--- src/rtl/uart_fetch_ctrl_if.sv ---
// Core/UART-side bundle of the fetch controller: request, query strobe, returned word, response.
// master = core + UART model side, slave = controller.
interface uart_fetch_ctrl_if;
    logic        fetch_req;
    logic [31:0] fetch_addr;
    logic        fetch_ready;
    logic        instr_query;
    logic [31:0] query_addr;
    logic        uart_word_valid;
    logic [31:0] uart_word;
    logic        rsp_valid;
    logic        rsp_ready;
    logic [31:0] rsp_instr;
    logic        rsp_err;

    modport master (
        output fetch_req, fetch_addr, uart_word_valid, uart_word, rsp_ready,
        input  fetch_ready, instr_query, query_addr, rsp_valid, rsp_instr, rsp_err
    );

    modport slave (
        input  fetch_req, fetch_addr, uart_word_valid, uart_word, rsp_ready,
        output fetch_ready, instr_query, query_addr, rsp_valid, rsp_instr, rsp_err
    );
endinterface

--- src/rtl/uart_fetch_ctrl.sv ---
// Fetch controller: holds a query long enough for the slow UART transmitter, waits for the
// returned word with timeout and bounded retry, and hands the result back on valid/ready.
module uart_fetch_ctrl #(
    parameter int QUERY_HOLD = 400,
    parameter int TIMEOUT    = 2_000_000,
    parameter int MAX_RETRY  = 3
) (
    input  logic              clk,
    input  logic              reset,
    uart_fetch_ctrl_if.slave  bus
);
    localparam logic [1:0] S_IDLE  = 2'd0;
    localparam logic [1:0] S_QUERY = 2'd1;
    localparam logic [1:0] S_WAIT  = 2'd2;
    localparam logic [1:0] S_RESP  = 2'd3;

    localparam int HW = $clog2(QUERY_HOLD + 1);
    localparam int TW = $clog2(TIMEOUT + 1);
    localparam int RW = $clog2(MAX_RETRY + 1);

    localparam logic [HW-1:0] HOLD_LAST = HW'(QUERY_HOLD - 1);
    localparam logic [TW-1:0] TMO_LAST  = TW'(TIMEOUT - 1);
    localparam logic [RW-1:0] RETRY_MAX = RW'(MAX_RETRY);

    logic [1:0]    r_state;
    logic [HW-1:0] r_hold;
    logic [TW-1:0] r_tmo;
    logic [RW-1:0] r_retry;
    logic          r_fetch_ready;
    logic          r_instr_query;
    logic [31:0]   r_query_addr;
    logic          r_rsp_valid;
    logic [31:0]   r_rsp_instr;
    logic          r_rsp_err;

    assign bus.fetch_ready = r_fetch_ready;
    assign bus.instr_query = r_instr_query;
    assign bus.query_addr  = r_query_addr;
    assign bus.rsp_valid   = r_rsp_valid;
    assign bus.rsp_instr   = r_rsp_instr;
    assign bus.rsp_err     = r_rsp_err;

    always_ff @(posedge clk) begin
        if (!reset) begin
            r_state       <= S_IDLE;
            r_hold        <= '0;
            r_tmo         <= '0;
            r_retry       <= '0;
            r_fetch_ready <= 1'b1;
            r_instr_query <= 1'b0;
            r_query_addr  <= '0;
            r_rsp_valid   <= 1'b0;
            r_rsp_instr   <= '0;
            r_rsp_err     <= 1'b0;
        end else begin
            case (r_state)
                S_IDLE: begin
                    if (bus.fetch_req && r_fetch_ready) begin
                        r_fetch_ready <= 1'b0;
                        // Misaligned requests never reach the UART; report straight away.
                        if (bus.fetch_addr[1:0] != 2'b00) begin
                            r_state     <= S_RESP;
                            r_rsp_valid <= 1'b1;
                            r_rsp_instr <= '0;
                            r_rsp_err   <= 1'b1;
                        end else begin
                            r_state       <= S_QUERY;
                            r_query_addr  <= bus.fetch_addr;
                            r_instr_query <= 1'b1;
                            r_hold        <= '0;
                            r_retry       <= '0;
                        end
                    end
                end
                S_QUERY: begin
                    if (r_hold == HOLD_LAST) begin
                        r_state       <= S_WAIT;
                        r_instr_query <= 1'b0;
                        r_tmo         <= '0;
                    end else begin
                        r_hold <= r_hold + 1'b1;
                    end
                end
                S_WAIT: begin
                    // A word arriving on the timeout cycle still counts.
                    if (bus.uart_word_valid) begin
                        r_state     <= S_RESP;
                        r_rsp_valid <= 1'b1;
                        r_rsp_instr <= bus.uart_word;
                        r_rsp_err   <= 1'b0;
                    end else if (r_tmo == TMO_LAST) begin
                        if (r_retry == RETRY_MAX) begin
                            r_state     <= S_RESP;
                            r_rsp_valid <= 1'b1;
                            r_rsp_instr <= '0;
                            r_rsp_err   <= 1'b1;
                        end else begin
                            r_state       <= S_QUERY;
                            r_retry       <= r_retry + 1'b1;
                            r_instr_query <= 1'b1;
                            r_hold        <= '0;
                        end
                    end else begin
                        r_tmo <= r_tmo + 1'b1;
                    end
                end
                S_RESP: begin
                    if (bus.rsp_ready) begin
                        r_state       <= S_IDLE;
                        r_rsp_valid   <= 1'b0;
                        r_fetch_ready <= 1'b1;
                    end
                end
                default: r_state <= S_IDLE;
            endcase
        end
    end
endmodule
--- src/flat_wrapper.sv ---
// flat-port wrapper written by rule: the top's interface ports become plain ports
module uart_fetch_ctrl_flat 
#(
    parameter int QUERY_HOLD = 400,
    parameter int TIMEOUT    = 2_000_000,
    parameter int MAX_RETRY  = 3
)
  (clk, reset, bus_fetch_req, bus_fetch_addr, bus_uart_word_valid, bus_uart_word, bus_rsp_ready, bus_fetch_ready, bus_instr_query, bus_query_addr, bus_rsp_valid, bus_rsp_instr, bus_rsp_err);
  uart_fetch_ctrl_if bus_i ();
  input  logic clk;
  input  logic reset;
  input wire logic [$bits(bus_i.fetch_req)-1:0] bus_fetch_req;
  input wire logic [$bits(bus_i.fetch_addr)-1:0] bus_fetch_addr;
  input wire logic [$bits(bus_i.uart_word_valid)-1:0] bus_uart_word_valid;
  input wire logic [$bits(bus_i.uart_word)-1:0] bus_uart_word;
  input wire logic [$bits(bus_i.rsp_ready)-1:0] bus_rsp_ready;
  output wire logic [$bits(bus_i.fetch_ready)-1:0] bus_fetch_ready;
  output wire logic [$bits(bus_i.instr_query)-1:0] bus_instr_query;
  output wire logic [$bits(bus_i.query_addr)-1:0] bus_query_addr;
  output wire logic [$bits(bus_i.rsp_valid)-1:0] bus_rsp_valid;
  output wire logic [$bits(bus_i.rsp_instr)-1:0] bus_rsp_instr;
  output wire logic [$bits(bus_i.rsp_err)-1:0] bus_rsp_err;
  assign bus_i.fetch_req = bus_fetch_req;
  assign bus_i.fetch_addr = bus_fetch_addr;
  assign bus_i.uart_word_valid = bus_uart_word_valid;
  assign bus_i.uart_word = bus_uart_word;
  assign bus_i.rsp_ready = bus_rsp_ready;
  assign bus_fetch_ready = bus_i.fetch_ready;
  assign bus_instr_query = bus_i.instr_query;
  assign bus_query_addr = bus_i.query_addr;
  assign bus_rsp_valid = bus_i.rsp_valid;
  assign bus_rsp_instr = bus_i.rsp_instr;
  assign bus_rsp_err = bus_i.rsp_err;
  uart_fetch_ctrl #(.QUERY_HOLD(QUERY_HOLD), .TIMEOUT(TIMEOUT), .MAX_RETRY(MAX_RETRY)) u_core (.clk(clk), .reset(reset), .bus(bus_i));
endmodule
--- config.mk ---
export PLATFORM = sky130hd
export DESIGN_NAME = uart_fetch_ctrl_flat
export DESIGN_NICKNAME = d
export VERILOG_FILES = /design/src/rtl/uart_fetch_ctrl_if.sv /design/src/rtl/uart_fetch_ctrl.sv /design/src/flat_wrapper.sv
export SDC_FILE = /design/constraint.sdc
export NUM_CORES = 1
export LEC_CHECK = 0
export ABC_AREA = 1
export CORE_MARGIN = 2
export CORE_UTILIZATION = 45
export CTS_BUF_LIST = sky130_fd_sc_hd__clkbuf_8
export DETAILED_ROUTE_END_ITERATION = 8
export PLACE_DENSITY_LB_ADDON = 0.15
export SLEW_MARGIN = 20
export SYNTH_ARGS = -nofsm -noshare
export SYNTH_HDL_FRONTEND = slang
export SYNTH_SLANG_ARGS = --single-unit
--- constraint.sdc ---
create_clock -name clk -period 2.2 [get_ports clk]
set_clock_uncertainty 0.2 [all_clocks]
set_input_delay 0.33 -clock clk [delete_from_list [all_inputs] [get_ports clk]]
set_output_delay 0.33 -clock clk [all_outputs]
set_load 0.05 [all_outputs]
==> Yosys cells after proc, flatten, opt, wreduce, memory -nomap -nowiden <==
Cells that the tools add are included.
{ "word_totals": {"ff_bits": 102, "word_cells": 99, "out_inout_bits": 68, "input_bits": 69} }
{ "classes": {"reduce_logical": 17, "n_bitwise": 1, "n_eq_ne": 18, "muxes": 50, "n_addsub": 3} }
{ "ops": {"columns": ["op", "count"], "rows": [
  ["$mux 32", 5],
  ["$pmux 32 s2", 1],
  ["$mux 21", 3],
  ["$mux 9", 6],
  ["$pmux 21 s2", 1],
  ["$pmux 9 s3", 1],
  ["$mux 2", 12],
  ["$add 21x1->21 const B", 1],
  ["$eq 21x21->1 const B", 1],
  ["$mux 1", 15],
  ["$reduce_and 7->1", 2],
  ["$ne 2x2->1 const B", 6],
  ["$reduce_and 6->1", 2],
  ["$add 9x1->9 const B", 1],
  ["$eq 9x9->1 const B", 1],
  ["$ne 2x1->1 const B", 4],
  ["$pmux 2 s4", 1],
  ["$reduce_and 4->1", 2],
  ["$reduce_bool 2->1", 4],
  ["$eq 2x2->1 const B", 3],
  ["$ne 3x2->1 const B", 2],
  ["$pmux 1 s3", 2],
  ["$reduce_and 3->1", 2],
  ["$reduce_bool 3->1", 2],
  ["8 further kinds", 9]
]} }

==> Longest topological paths before layout <==
{ "depth": {"ltp_word": 5, "ltp_mapped": 10} }

==> Least setup slack after synthesis <==
OpenSTA, ideal clock, no wires.
{ "synth_timing": {"path_kind": "register to register", "startpoint": "register u_core.r_fetch_ready, in the netlist u_core.bus.fetch_ready", "endpoint": "register u_core.r_rsp_instr[10], in the netlist u_core.bus.rsp_instr[10]", "period_less_slack_ns": 1.845, "path_slack_ns": 0.355, "t_required_ns": 1.868, "stages_incl_launch_ff": 9, "setup_ns": 0.132, "arrival_ns": 1.512, "path_cell_list": "dfxtp_1 > nand2_1 > nand2_1 > nand2_1 > nor3_1 > nand2_2 > buf_6 > nand2_1 > a21oi_1"} }
{ "synth_between": {"elab_chain_cells": 3} }
{ "synth_rtl": {"columns": ["item", "line_no", "rtl"], "rows": [
  ["from (decl)", "uart_fetch_ctrl.sv:29", "logic r_fetch_ready;"],
  ["from (signal assigned)", "uart_fetch_ctrl.sv:49", "r_fetch_ready <= 1'b1;"],
  ["from (signal assigned)", "uart_fetch_ctrl.sv:59", "r_fetch_ready <= 1'b0;"],
  ["from (signal assigned)", "uart_fetch_ctrl.sv:111", "r_fetch_ready <= 1'b1;"],
  ["$logic_and 1x1->1", "uart_fetch_ctrl.sv:58", "if (bus.fetch_req && r_fetch_ready) begin"],
  ["$ne 2x1->1 (no line)", null, null],
  ["$reduce_and 5->1 (no line)", null, null],
  ["to (signal assigned)", "uart_fetch_ctrl.sv:89", "r_rsp_instr <= bus.uart_word;"],
  ["to (decl)", "uart_fetch_ctrl.sv:33", "logic [31:0] r_rsp_instr;"]
]} }
Every way passes these cells.
A chain may end at the register's enable or synchronous reset.

==> Worst setup path in the final report <==
{ "layout_timing": {"startpoint": "register u_core.r_fetch_ready, in the netlist u_core.bus.fetch_ready", "endpoint": "output port bus_fetch_ready"} }
{ "layout_rtl": {"columns": ["item", "line_no", "rtl"], "rows": [
  ["to (decl)", "flat_wrapper.sv:17", "output wire logic [$bits(bus_i.fetch_ready)-1:0] bus_fetch_ready;"]
]} }
No word-level cell between the ends.

==> run summary <==
Clock Pin Slew Worst Setup and Hold Paths: 100 ps
Non-filler instance count after layout: 952
Final period util: 94.7%
Slew Limit Fails: 0
Global-route wire length before repair: 20,000 um
Synth top area share: 43.8%
Die width: 106 um
Critical Path, Cell by Cell: clkdlybuf4s50_1
Final ANT Viol Nets: 0
CTS H-tree depth: 3
Via density: 4.91
Largest family of logic cells by synthesized area: simple AND/OR/NAND/NOR gates
Critical path startpoint: u_core.bus.fetch_ready
Final wirelength: 11,800 um
Leak: 0.00237 uW
Post-synthesis sequential area ratio: 43.8%
DPL Wire Length: 8690 um
Ant diodes: 0
Outcome: completed
Post-Synthesis Cells: 681
Io pins: 137
Critical path buffers and inverters: 1
Initial Util: 45.8%
Vias in the first global route: 4,449
Hold_buf cts: 0
Crit end category: output port
Yosys cell types: 29
Area occupied by registers: 2040 sq um
Core Box Area: 10,200 sq um
Synth warn: 0
Post-synthesis mux area share: 0%
Unrepaired setup endpoints after global routing: false
Adder-cell share of the synthesized area: 0.804%
Syn Nets: 753
Drt first pass iters: 5
PD cells: 841 nW/um^2
Crit start category: flop
Clk root buf: clkbuf_8
Placer Congestion: 0.878
Max-cap check violation count: 0
EDFF count, synth: 0
Global Route Usage Sum: 21.7%
Resized Gates After CTS: 0
Async S/R FF share, synth: 0%
Cell area after layout: 6360 sq um
Slowest stage delay, CP: 830 ps
Largest net degree at the start of global routing: 63
Synth top cells by count: nand2_1 (185), dfxtp_1 (102), a21oi_1 (91)
# rows: 37
Inserted Clock Buffers: 9
WP data required: 1670 ps
Drt wl/cell: 12.4 um
Hold/Removal Path Class: reg -> reg
Crit-path leading delay family: buffers and inverters
Final hold violation count: 0
# DRC: 0
Setup violations, final: 0
F_max: 0.480 GHz
Reg-to-reg startpoint: u_core.r_tmo[0]
Main flop type after synthesis: dfxtp_1
Net count, final: 884
Synth Area in Simple Gates: 30.0%
Die Area: 11,200 sq um
CP arrival: 1550 ps
Final min period: 2080 ps
Slew @ Worst Pin: 535 ps
IO buf count: 136
Xor/xnor share of the synthesized area: 0.563%
GRT Residual Overflow: 0
VDD IR-drop max: 0.640 mV
Top-count cell post-synth: nand2_1
Placed cell count: 937
Initial antenna violation count: 0
Crit-path slowest cell: clkdlybuf4s50_1
Worst-Skew Late Latency: 370 ps
Sinks on Clock Net: 102
CTS tree: done
Die Y: 106 um
Total negative slack: 0 ps
Area leader, netlist: dfxtp_1
Bufs on Longest Clock Path: 2
Syn avg cell area: 6.85 sq um
Worst-path fanout max: 3
Yosys reg bits: 102
Area of the multi-input gates: 2150 sq um
Area growth syn-to-layout: 36.3%
Via count: 4,677
Critical path class: reg -> out
Post-CTS Setup Bufs: 0
Share of layout cells above drive strength 1: 6.62%
Relative slew margins: 64.2%
Cell Area, Synth: 4670 sq um
Filler Cell Count: 912
Largest cells by area after synthesis: dfxtp_1 (44%), nand2_1 (15%), a21oi_1 (9.8%)
Placed cell areas: 6170 sq um
Initial DRC count: 200
Compound-Gate Fraction of Synth Area: 14.4%
Hold path start: u_core.bus.query_addr[2]
==> layout by cell type (no fill, tap or decap), drive strengths merged <==
| cell | n |
|---|---|
| nand2 | 189 |
| clkdlybuf4s50 | 136 |
| dfxtp | 102 |
| o21ai | 37 |
| ha | 3 |
| clkinv | 2 |
| clkbuf | 9 |
| o21bai | 2 |
| clkinvlp | 2 |
| xor2 | 3 |
| nand3b | 4 |
| nand4 | 6 |
| a21oi | 93 |
| or2 | 3 |
| inv | 88 |
| nor2 | 66 |
| buf | 13 |
| nor3b | 3 |
| nand3 | 49 |
| nor3 | 6 |
==> per-stage QoR <==
step,total power (uW),setup slack (ps),hold WS (ps),utilization (%)
after floorplan,3660,355,243,-
after global placement,4270,190,230,60.6
after detailed placement,4290,127,235,60.6
after CTS,5400,83.3,250,62.3
after global routing,5660,54.6,265,62.4
final,5350,116,247,62.4
==> final cells by class <==
type	count	area share, %
sequential	102	32.1
tap	136	2.68
clock inverter	6	0.866
timing repair buffer	149	23.5
inverter	86	5.08
clock buffer	9	1.95
multi-input combinational	464	33.8
==> metal layers <==
metal	part of all wire (%)	GRT usage [%]	vias up
met5	0	0	-
met4	2.6	8.83	0
met3	6.7	5.63	23
met2	48	36.7	130
met1	42	26.3	2108
li1	-	-	2416
==> logic make-up after synthesis <==
group	after synthesis
flip-flops	102
adder cells (fa/ha/maj)	3
buffers and inverters	115
XOR/XNOR	3
AO/OA/AOI/OAI	132
AND/OR/NAND/NOR	326
==> state kept, by name, summed over array words and instances (netlist names) <==
signal                  cells
u_core.bus.query_addr      32
u_core.bus.rsp_instr       32
u_core.r_tmo               21
u_core.r_hold               9
u_core.r_retry              2
u_core.r_state              2
u_core.bus.fetch_ready      1
u_core.bus.instr_query      1
u_core.bus.rsp_err          1
u_core.bus.rsp_valid        1
==> final timing paths <==
check	to	slack, ps	cells after the start
setup / recovery	bus_fetch_ready	120	1
hold / removal	u_core.bus.query_addr[2]	250	2
setup reg to reg	u_core.bus.rsp_instr[28]	260	9
hold reg to reg	u_core.bus.query_addr[2]	250	2
==> power breakdown <==
group	total, uW	internal [uW]	switching, uW
logic	2080	713	1370
registers	2160	2030	132
clock network	1110	425	681
Power figures use the tool's default switching activity.
